[config.mk]
export PLATFORM = sky130hd
export DESIGN_NAME = mips_ctrl_exec_slice_flat
export DESIGN_NICKNAME = d
export VERILOG_FILES = /design/src/rtl/mips_pkg.sv /design/src/rtl/mips_ctrl_exec_slice_if.sv /design/src/rtl/alu32.sv /design/src/rtl/mips_ctrl_exec_slice.sv /design/src/flat_wrapper.sv
export SDC_FILE = /design/constraint.sdc
export NUM_CORES = 1
export LEC_CHECK = 0
export ABC_AREA = 1
export CELL_PAD_IN_SITES_DETAIL_PLACEMENT = 1
export CELL_PAD_IN_SITES_GLOBAL_PLACEMENT = 1
export CORE_UTILIZATION = 30
export DETAILED_ROUTE_END_ITERATION = 6
export PLACE_DENSITY_LB_ADDON = 0.1
export SLEW_MARGIN = 15
export SYNTH_ARGS = -nofsm -noshare
export SYNTH_HDL_FRONTEND = slang
export SYNTH_SLANG_ARGS = --single-unit
[constraint.sdc]
create_clock -name clk -period 4 [get_ports clk]
set_clock_uncertainty 0.1 [all_clocks]
set_input_delay 0.8 -clock clk [delete_from_list [all_inputs] [get_ports clk]]
set_output_delay 0.8 -clock clk [all_outputs]
set_load 0.03 [all_outputs]
[src/rtl/mips_pkg.sv]
// mips_pkg
// Shared constants and types for the MIPS control/execute slice:
//   - primary opcodes (instr[31:26]) that the decoder recognises
//   - R-type funct codes (instr[5:0]) that the decoder maps to ALU operations
//   - 3-bit ALU control codes used by the decoder and by alu32
//   - the packed decode-control bundle and the R-type funct-to-ALU mapping
package mips_pkg;

    localparam logic [5:0] OP_R    = 6'b000000;
    localparam logic [5:0] OP_LW   = 6'b100011;
    localparam logic [5:0] OP_SW   = 6'b101011;
    localparam logic [5:0] OP_BEQ  = 6'b000100;
    localparam logic [5:0] OP_ADDI = 6'b001000;
    localparam logic [5:0] OP_J    = 6'b000010;

    localparam logic [5:0] FN_ADD = 6'b100000;
    localparam logic [5:0] FN_SUB = 6'b100010;
    localparam logic [5:0] FN_AND = 6'b100100;
    localparam logic [5:0] FN_OR  = 6'b100101;
    localparam logic [5:0] FN_SLT = 6'b101010;

    localparam logic [2:0] ALU_AND  = 3'b000;
    localparam logic [2:0] ALU_OR   = 3'b001;
    localparam logic [2:0] ALU_ADD  = 3'b010;
    localparam logic [2:0] ALU_ZERO = 3'b011;
    localparam logic [2:0] ALU_ANDN = 3'b100;
    localparam logic [2:0] ALU_ORN  = 3'b101;
    localparam logic [2:0] ALU_SUB  = 3'b110;
    localparam logic [2:0] ALU_SLT  = 3'b111;

    typedef struct packed {
        logic       reg_write;
        logic       reg_dst;
        logic       alu_src;
        logic       branch;
        logic       mem_write;
        logic       mem_to_reg;
        logic       jump;
        logic [2:0] alu_control;
    } ctrl_t;

    // Unrecognised functs select AND (000); the instruction still writes back.
    function automatic logic [2:0] funct_to_alu(input logic [5:0] funct);
        logic [2:0] alu;
        case (funct)
            FN_ADD:  alu = ALU_ADD;
            FN_SUB:  alu = ALU_SUB;
            FN_AND:  alu = ALU_AND;
            FN_OR:   alu = ALU_OR;
            FN_SLT:  alu = ALU_SLT;
            default: alu = ALU_AND;
        endcase
        return alu;
    endfunction

endpackage

[src/rtl/mips_ctrl_exec_slice_if.sv]
// mips_ctrl_exec_slice_if
// Execute-to-memory bus of the slice.
//   master: execute-stage producer (drives operands/store data/controls/flush,
//           observes ALU result and the registered memory-stage fields)
//   slave : the slice (consumes execute-stage fields, returns ALU result and
//           the EX/MEM register contents)
interface mips_ctrl_exec_slice_if;

    logic [31:0] src_a_e;
    logic [31:0] src_b_e;
    logic [2:0]  alu_control_e;
    logic [31:0] alu_out_e;
    logic        zero_e;
    logic        flush_m;
    logic [31:0] write_data_e;
    logic [4:0]  write_reg_e;
    logic        mem_write_e;
    logic        mem_to_reg_e;
    logic        reg_write_e;
    logic [31:0] alu_out_m;
    logic [31:0] write_data_m;
    logic [4:0]  write_reg_m;
    logic        mem_write_m;
    logic        mem_to_reg_m;
    logic        reg_write_m;

    modport master (
        output src_a_e, src_b_e, alu_control_e, flush_m, write_data_e,
               write_reg_e, mem_write_e, mem_to_reg_e, reg_write_e,
        input  alu_out_e, zero_e, alu_out_m, write_data_m, write_reg_m,
               mem_write_m, mem_to_reg_m, reg_write_m
    );

    modport slave (
        input  src_a_e, src_b_e, alu_control_e, flush_m, write_data_e,
               write_reg_e, mem_write_e, mem_to_reg_e, reg_write_e,
        output alu_out_e, zero_e, alu_out_m, write_data_m, write_reg_m,
               mem_write_m, mem_to_reg_m, reg_write_m
    );

endinterface

[src/rtl/alu32.sv]
// alu32
// Combinational 32-bit execute-stage ALU. Arithmetic wraps modulo 2^32.
//   i_a, i_b : operands
//   i_ctrl   : 3-bit operation select (mips_pkg ALU_* codes)
//   o_y      : result
//   o_zero   : high when o_y == 0
module alu32
    import mips_pkg::*;
(
    input  logic [31:0] i_a,
    input  logic [31:0] i_b,
    input  logic [2:0]  i_ctrl,
    output logic [31:0] o_y,
    output logic        o_zero
);

    always_comb begin
        o_y = 32'd0;
        case (i_ctrl)
            ALU_AND:  o_y = i_a & i_b;
            ALU_OR:   o_y = i_a | i_b;
            ALU_ADD:  o_y = i_a + i_b;
            ALU_SUB:  o_y = i_a - i_b;
            ALU_SLT:  o_y = {31'd0, ($signed(i_a) < $signed(i_b))};
            ALU_ANDN: o_y = i_a & ~i_b;
            ALU_ORN:  o_y = i_a | ~i_b;
            ALU_ZERO: o_y = 32'd0;
            default:  o_y = 32'd0;
        endcase
    end

    assign o_zero = (o_y == 32'd0);

endmodule

[src/rtl/mips_ctrl_exec_slice.sv]
// mips_ctrl_exec_slice
// Decode-stage main/ALU-control decoder, execute-stage ALU and EX/MEM register.
//   clk, reset                : clock, synchronous active-high reset of EX/MEM
//   opcode_d, funct_d, eq_d   : decode-stage instruction fields and Rs==Rt flag
//   *_d outputs               : decode control bundle (combinational)
//   ex (slave modport)        : execute operands/controls in, ALU result and
//                               registered memory-stage fields out
module mips_ctrl_exec_slice
    import mips_pkg::*;
(
    input  logic       clk,
    input  logic       reset,
    input  logic [5:0] opcode_d,
    input  logic [5:0] funct_d,
    input  logic       eq_d,
    output logic       mem_to_reg_d,
    output logic       mem_write_d,
    output logic       pc_src_d,
    output logic       alu_src_d,
    output logic       reg_dst_d,
    output logic       reg_write_d,
    output logic       branch_d,
    output logic       jump_d,
    output logic [2:0] alu_control_d,
    mips_ctrl_exec_slice_if.slave ex
);

    ctrl_t w_ctrl;

    always_comb begin
        w_ctrl = '0;
        case (opcode_d)
            OP_R: begin
                w_ctrl.reg_write   = 1'b1;
                w_ctrl.reg_dst     = 1'b1;
                w_ctrl.alu_control = funct_to_alu(funct_d);
            end
            OP_LW: begin
                w_ctrl.reg_write   = 1'b1;
                w_ctrl.alu_src     = 1'b1;
                w_ctrl.mem_to_reg  = 1'b1;
                w_ctrl.alu_control = ALU_ADD;
            end
            OP_SW: begin
                w_ctrl.alu_src     = 1'b1;
                w_ctrl.mem_write   = 1'b1;
                w_ctrl.alu_control = ALU_ADD;
            end
            OP_BEQ: begin
                w_ctrl.branch      = 1'b1;
                w_ctrl.alu_control = ALU_SUB;
            end
            OP_ADDI: begin
                w_ctrl.reg_write   = 1'b1;
                w_ctrl.alu_src     = 1'b1;
                w_ctrl.alu_control = ALU_ADD;
            end
            OP_J: begin
                w_ctrl.jump        = 1'b1;
                w_ctrl.alu_control = ALU_ADD;
            end
            default: w_ctrl = '0;
        endcase
    end

    assign reg_write_d   = w_ctrl.reg_write;
    assign reg_dst_d     = w_ctrl.reg_dst;
    assign alu_src_d     = w_ctrl.alu_src;
    assign branch_d      = w_ctrl.branch;
    assign mem_write_d   = w_ctrl.mem_write;
    assign mem_to_reg_d  = w_ctrl.mem_to_reg;
    assign jump_d        = w_ctrl.jump;
    assign alu_control_d = w_ctrl.alu_control;
    assign pc_src_d      = w_ctrl.branch & eq_d;

    logic [31:0] w_alu_out;
    logic        w_zero;

    alu32 u_alu (
        .i_a    (ex.src_a_e),
        .i_b    (ex.src_b_e),
        .i_ctrl (ex.alu_control_e),
        .o_y    (w_alu_out),
        .o_zero (w_zero)
    );

    assign ex.alu_out_e = w_alu_out;
    assign ex.zero_e    = w_zero;

    // EX/MEM register: no enable. Flush inserts a bubble exactly like reset,
    // clearing the write enables so nothing downstream commits.
    logic [31:0] r_alu_out_m;
    logic [31:0] r_write_data_m;
    logic [4:0]  r_write_reg_m;
    logic        r_mem_write_m;
    logic        r_mem_to_reg_m;
    logic        r_reg_write_m;

    always_ff @(posedge clk) begin
        if (reset || ex.flush_m) begin
            r_alu_out_m    <= 32'd0;
            r_write_data_m <= 32'd0;
            r_write_reg_m  <= 5'd0;
            r_mem_write_m  <= 1'b0;
            r_mem_to_reg_m <= 1'b0;
            r_reg_write_m  <= 1'b0;
        end else begin
            r_alu_out_m    <= w_alu_out;
            r_write_data_m <= ex.write_data_e;
            r_write_reg_m  <= ex.write_reg_e;
            r_mem_write_m  <= ex.mem_write_e;
            r_mem_to_reg_m <= ex.mem_to_reg_e;
            r_reg_write_m  <= ex.reg_write_e;
        end
    end

    assign ex.alu_out_m    = r_alu_out_m;
    assign ex.write_data_m = r_write_data_m;
    assign ex.write_reg_m  = r_write_reg_m;
    assign ex.mem_write_m  = r_mem_write_m;
    assign ex.mem_to_reg_m = r_mem_to_reg_m;
    assign ex.reg_write_m  = r_reg_write_m;

endmodule

[src/flat_wrapper.sv]
// flat-port wrapper written by rule: the top's interface ports become plain ports
module mips_ctrl_exec_slice_flat import mips_pkg::*;
  (clk, reset, opcode_d, funct_d, eq_d, mem_to_reg_d, mem_write_d, pc_src_d, alu_src_d, reg_dst_d, reg_write_d, branch_d, jump_d, alu_control_d, ex_src_a_e, ex_src_b_e, ex_alu_control_e, ex_flush_m, ex_write_data_e, ex_write_reg_e, ex_mem_write_e, ex_mem_to_reg_e, ex_reg_write_e, ex_alu_out_e, ex_zero_e, ex_alu_out_m, ex_write_data_m, ex_write_reg_m, ex_mem_write_m, ex_mem_to_reg_m, ex_reg_write_m);
  mips_ctrl_exec_slice_if ex_i ();
  input  logic clk;
  input  logic reset;
  input  logic [5:0] opcode_d;
  input  logic [5:0] funct_d;
  input  logic eq_d;
  output logic mem_to_reg_d;
  output logic mem_write_d;
  output logic pc_src_d;
  output logic alu_src_d;
  output logic reg_dst_d;
  output logic reg_write_d;
  output logic branch_d;
  output logic jump_d;
  output logic [2:0] alu_control_d;
  input wire logic [$bits(ex_i.src_a_e)-1:0] ex_src_a_e;
  input wire logic [$bits(ex_i.src_b_e)-1:0] ex_src_b_e;
  input wire logic [$bits(ex_i.alu_control_e)-1:0] ex_alu_control_e;
  input wire logic [$bits(ex_i.flush_m)-1:0] ex_flush_m;
  input wire logic [$bits(ex_i.write_data_e)-1:0] ex_write_data_e;
  input wire logic [$bits(ex_i.write_reg_e)-1:0] ex_write_reg_e;
  input wire logic [$bits(ex_i.mem_write_e)-1:0] ex_mem_write_e;
  input wire logic [$bits(ex_i.mem_to_reg_e)-1:0] ex_mem_to_reg_e;
  input wire logic [$bits(ex_i.reg_write_e)-1:0] ex_reg_write_e;
  output wire logic [$bits(ex_i.alu_out_e)-1:0] ex_alu_out_e;
  output wire logic [$bits(ex_i.zero_e)-1:0] ex_zero_e;
  output wire logic [$bits(ex_i.alu_out_m)-1:0] ex_alu_out_m;
  output wire logic [$bits(ex_i.write_data_m)-1:0] ex_write_data_m;
  output wire logic [$bits(ex_i.write_reg_m)-1:0] ex_write_reg_m;
  output wire logic [$bits(ex_i.mem_write_m)-1:0] ex_mem_write_m;
  output wire logic [$bits(ex_i.mem_to_reg_m)-1:0] ex_mem_to_reg_m;
  output wire logic [$bits(ex_i.reg_write_m)-1:0] ex_reg_write_m;
  assign ex_i.src_a_e = ex_src_a_e;
  assign ex_i.src_b_e = ex_src_b_e;
  assign ex_i.alu_control_e = ex_alu_control_e;
  assign ex_i.flush_m = ex_flush_m;
  assign ex_i.write_data_e = ex_write_data_e;
  assign ex_i.write_reg_e = ex_write_reg_e;
  assign ex_i.mem_write_e = ex_mem_write_e;
  assign ex_i.mem_to_reg_e = ex_mem_to_reg_e;
  assign ex_i.reg_write_e = ex_reg_write_e;
  assign ex_alu_out_e = ex_i.alu_out_e;
  assign ex_zero_e = ex_i.zero_e;
  assign ex_alu_out_m = ex_i.alu_out_m;
  assign ex_write_data_m = ex_i.write_data_m;
  assign ex_write_reg_m = ex_i.write_reg_m;
  assign ex_mem_write_m = ex_i.mem_write_m;
  assign ex_mem_to_reg_m = ex_i.mem_to_reg_m;
  assign ex_reg_write_m = ex_i.reg_write_m;
  mips_ctrl_exec_slice u_core (.clk(clk), .reset(reset), .opcode_d(opcode_d), .funct_d(funct_d), .eq_d(eq_d), .mem_to_reg_d(mem_to_reg_d), .mem_write_d(mem_write_d), .pc_src_d(pc_src_d), .alu_src_d(alu_src_d), .reg_dst_d(reg_dst_d), .reg_write_d(reg_write_d), .branch_d(branch_d), .jump_d(jump_d), .alu_control_d(alu_control_d), .ex(ex_i));
endmodule
==> flow_summary.ini <==
[sta]
worst_slew_pin_slew_ns = 0.7287
finalSetupViolations = 14
whs_ns = 0.7768
period_minus_slack_ns = 4.527
timing.slew.headroom_pct = 51.35
rsz0062_at_grt = yes
finalHoldViolCount = 0
finalCritPeriodShare_pct = 113.2
fin_tns_setup_ns = -1.630
fmaxAchievable_ghz = 0.2209
setup_slack_ns = -0.5274
final_max_slew_viol_count = 0

[synthesis]
netlist_top_cells_area = nand2_1, dfxtp_1, inv_1, nand3_1, ha_1
synth.yosys.seq_area_share_pct = 17.15
ys_types = 37
synth_warnings = 0
netlist.top_cell.by_area = nand2_1
yosys.area.top_type_share_pct = 20.50
synth.ff_latch_count = 72
synth_ff_type = dfxtp_1
syn_nets = 1740
synth_enable_flop_cells = 0
synthTopCellsByCount = nand2_1, inv_1, nor2_1, nand3_1, dfxtp_1
synthesized_area_mm2 = 0.008406
ys_async_sr_fraction_pct = 0
syn_area_per_cell_um2 = 5.416
yosysMostFrequentCell = nand2_1
postSynthCellCount = 1552

[global_route]
overflow = 0
wire_length_of_the_first_global_routing_pass_mm = 76.76
antenna_found_initial = 4
via_count_of_the_first_global_routing_pass = 13770
grtUsageTotal_pct = 35.01
grt_start_max_net_pins = 36

[floorplanning]
floorplan.die.width_um = 169.4
initial_utilization_pct = 30.84
die_outline_area_mm2 = 0.02869
core_area_mm2 = 0.02725
pin_count = 239
die_y_um = 169.4
fp-row-count = 60

[setup_path]
startpoint_type = input port
worstPathArrival_ns = 3.63
critical_path_required_ns = 3.10
worstPathMaxFanout = 5
critical_path.endpoint_type = primary output
worstSetupPathType = in2out

[layout]
post_route_cells_drive_above_1_share_pct = 44.90
layout.nets = 2359
final_util_pct = 61.94
seqCellArea_mm2 = 0.001441
footprint_of_the_multi_input_gates_mm2 = 0.007878
nFillCells = 3484
area_growth_pct = 100.8
instances_no_fill = 2552

[drt]
dr.first_iter.drc_count = 1177
detail_route.wirelength_mm = 61.86
detailedRoute.firstPassIterationCount = 6
vias = 14120
via_per_inst = 5.533
ant_nets = 0
drt_drc_violations_left = 0
routed_wire_length_per_instance_um = 24.24

[clock_network]
numClockSinks = 72
inserted_clock_buffers = 9
cts-root-to-sink-buffers = 2
ctsHtreeMaxLevel = 3
cts.root.buffer_cell = clkbuf_16
clkTransAtPathRegs_ns = 0.07
tritoncts_clock_tree = built

[placement]
place_worst_setup_slack_ns = -1.170
post-place-cells = 2464
gp_congestion = 0.9891
detailedPlacementHpwl_mm = 39.37
placement.io_buffers = 238

[power]
power_per_cell_area_mw_per_mm2 = 248.8
leakage_nw = 8.574
vdd_ir_drop_max_mv = 0.1789

[status]
outcome = finished, violations left
failed_checks = setup timing

[flow_run]
cap_viol_max_count = 0

[hold_path]
worst_hold_path_type = in2reg
worst_hold_path.num_cells = 3
timing.hold.worst_endpoint = u_core.ex.alu_out_m[0]
hold_path.startpoint = ex_src_a_e[0]
[per-stage QoR]
stage	power, W	instance area, um^2
finish	0.004200	16880
global route	0.004345	16870
CTS	0.003797	16030
detailed placement	0.002677	13700
global placement	0.002631	13700
floorplan	0.001629	8413
[power by group]
group	total, W	internal [W]	switching, W
logic	0.00265	0.00110	0.00155
clock network	0.000782	0.000423	0.000358
registers	0.000764	0.000750	0.0000144
[cells by family (layout without fill, tap and decap cells)]
group | count (synthesis) | count (layout) | synth area share, %
other cells | 0 | 4 | 0
fa+ha+maj | 65 | 65 | 9.854
compound gates | 118 | 118 | 7.919
buf+inv | 364 | 988 | 16.89
flops | 72 | 72 | 17.15
xor+xnor | 31 | 31 | 3.230
simple gates | 902 | 902 | 44.95
[worst max-delay path by stage]
stage,from,end,slack [ns],depth (start not counted)
floorplan,ex_src_a_e[0],ex_zero_e,0.02,18
global placement,ex_src_b_e[7],ex_zero_e,-1.15,20
detailed placement,ex_src_b_e[7],ex_zero_e,-1.17,20
CTS,ex_src_a_e[0],ex_zero_e,-0.20,23
global route,ex_alu_control_e[1],ex_zero_e,-0.58,14
finish,ex_alu_control_e[1],ex_zero_e,-0.53,14
[placed cells by master, fill, tap and decap left out, types with 5 or more instances in the layout]
cell	n
ha_2	6
a21oi_1	14
nor2_4	48
inv_2	74
clkbuf_16	9
buf_6	45
nor2_2	39
and3_1	6
nor2_1	108
ha_4	33
buf_4	387
nor3_2	7
buf_2	10
o21ai_0	25
dlymetal6s2s_1	8
dfxtp_1	72
nor3_4	6
nand3_4	9
xor2_1	30
ha_1	24
buf_12	12
nand2_1	301
inv_4	9
a21oi_2	25
clkdlybuf4s50_1	141
inv_1	238
nand3_2	32
nand3_1	138
nand2_4	48
dlygate4sd2_1	19
clkbuf_2	20
nand2_2	108
o31ai_1	10
nor3_1	5
a21oi_4	14
nand4_1	30
[routing by layer]
metal,wire (um),global-route usage [%]
met1,21800,39.55
met4,5024,17.82
met3,5121,5.434
met2,29910,63.45
met5,0,0
[area by class of cell]
class,count,share of cell area [%]
diodes,4,0.05930
clock buffers,10,1.357
clock inverters,6,0.2520
inverters,321,7.272
multi-input cells,1116,46.67
flip-flops and latches,72,8.540
well taps,372,2.758
repair buffers,651,33.09
[what timing repair did]
item                       4_1_cts  5_1_grt
setup buffers                   46       24
gates resized for setup        579      284
hold buffers                     0        0
setup endpoints to repair       29       19
pin swaps                      141      162
[critical path, cell delays in order]
cell and delay, ns:
clkdlybuf4s50_1 0.53, nor2_4 0.19, nand2_2 0.10, buf_4 0.20, nor2_1 0.45, nor4b_1 0.14, nor2_1 0.24, nand3_1 0.12
nor2_2 0.14, nand3_2 0.11, nor2_4 0.19, nand3_2 0.11, nor2_4 0.12, buf_6 0.14
[state kept, by name (all words and copies together), names as in the netlist]
signal / flops
u_core.ex.write_data_m: 32
u_core.ex.write_reg_m: 5
u_core.ex.mem_to_reg_m: 1
u_core.ex.alu_out_m: 32
u_core.ex.reg_write_m: 1
u_core.ex.mem_write_m: 1
(Power assumes the default switching activity.)
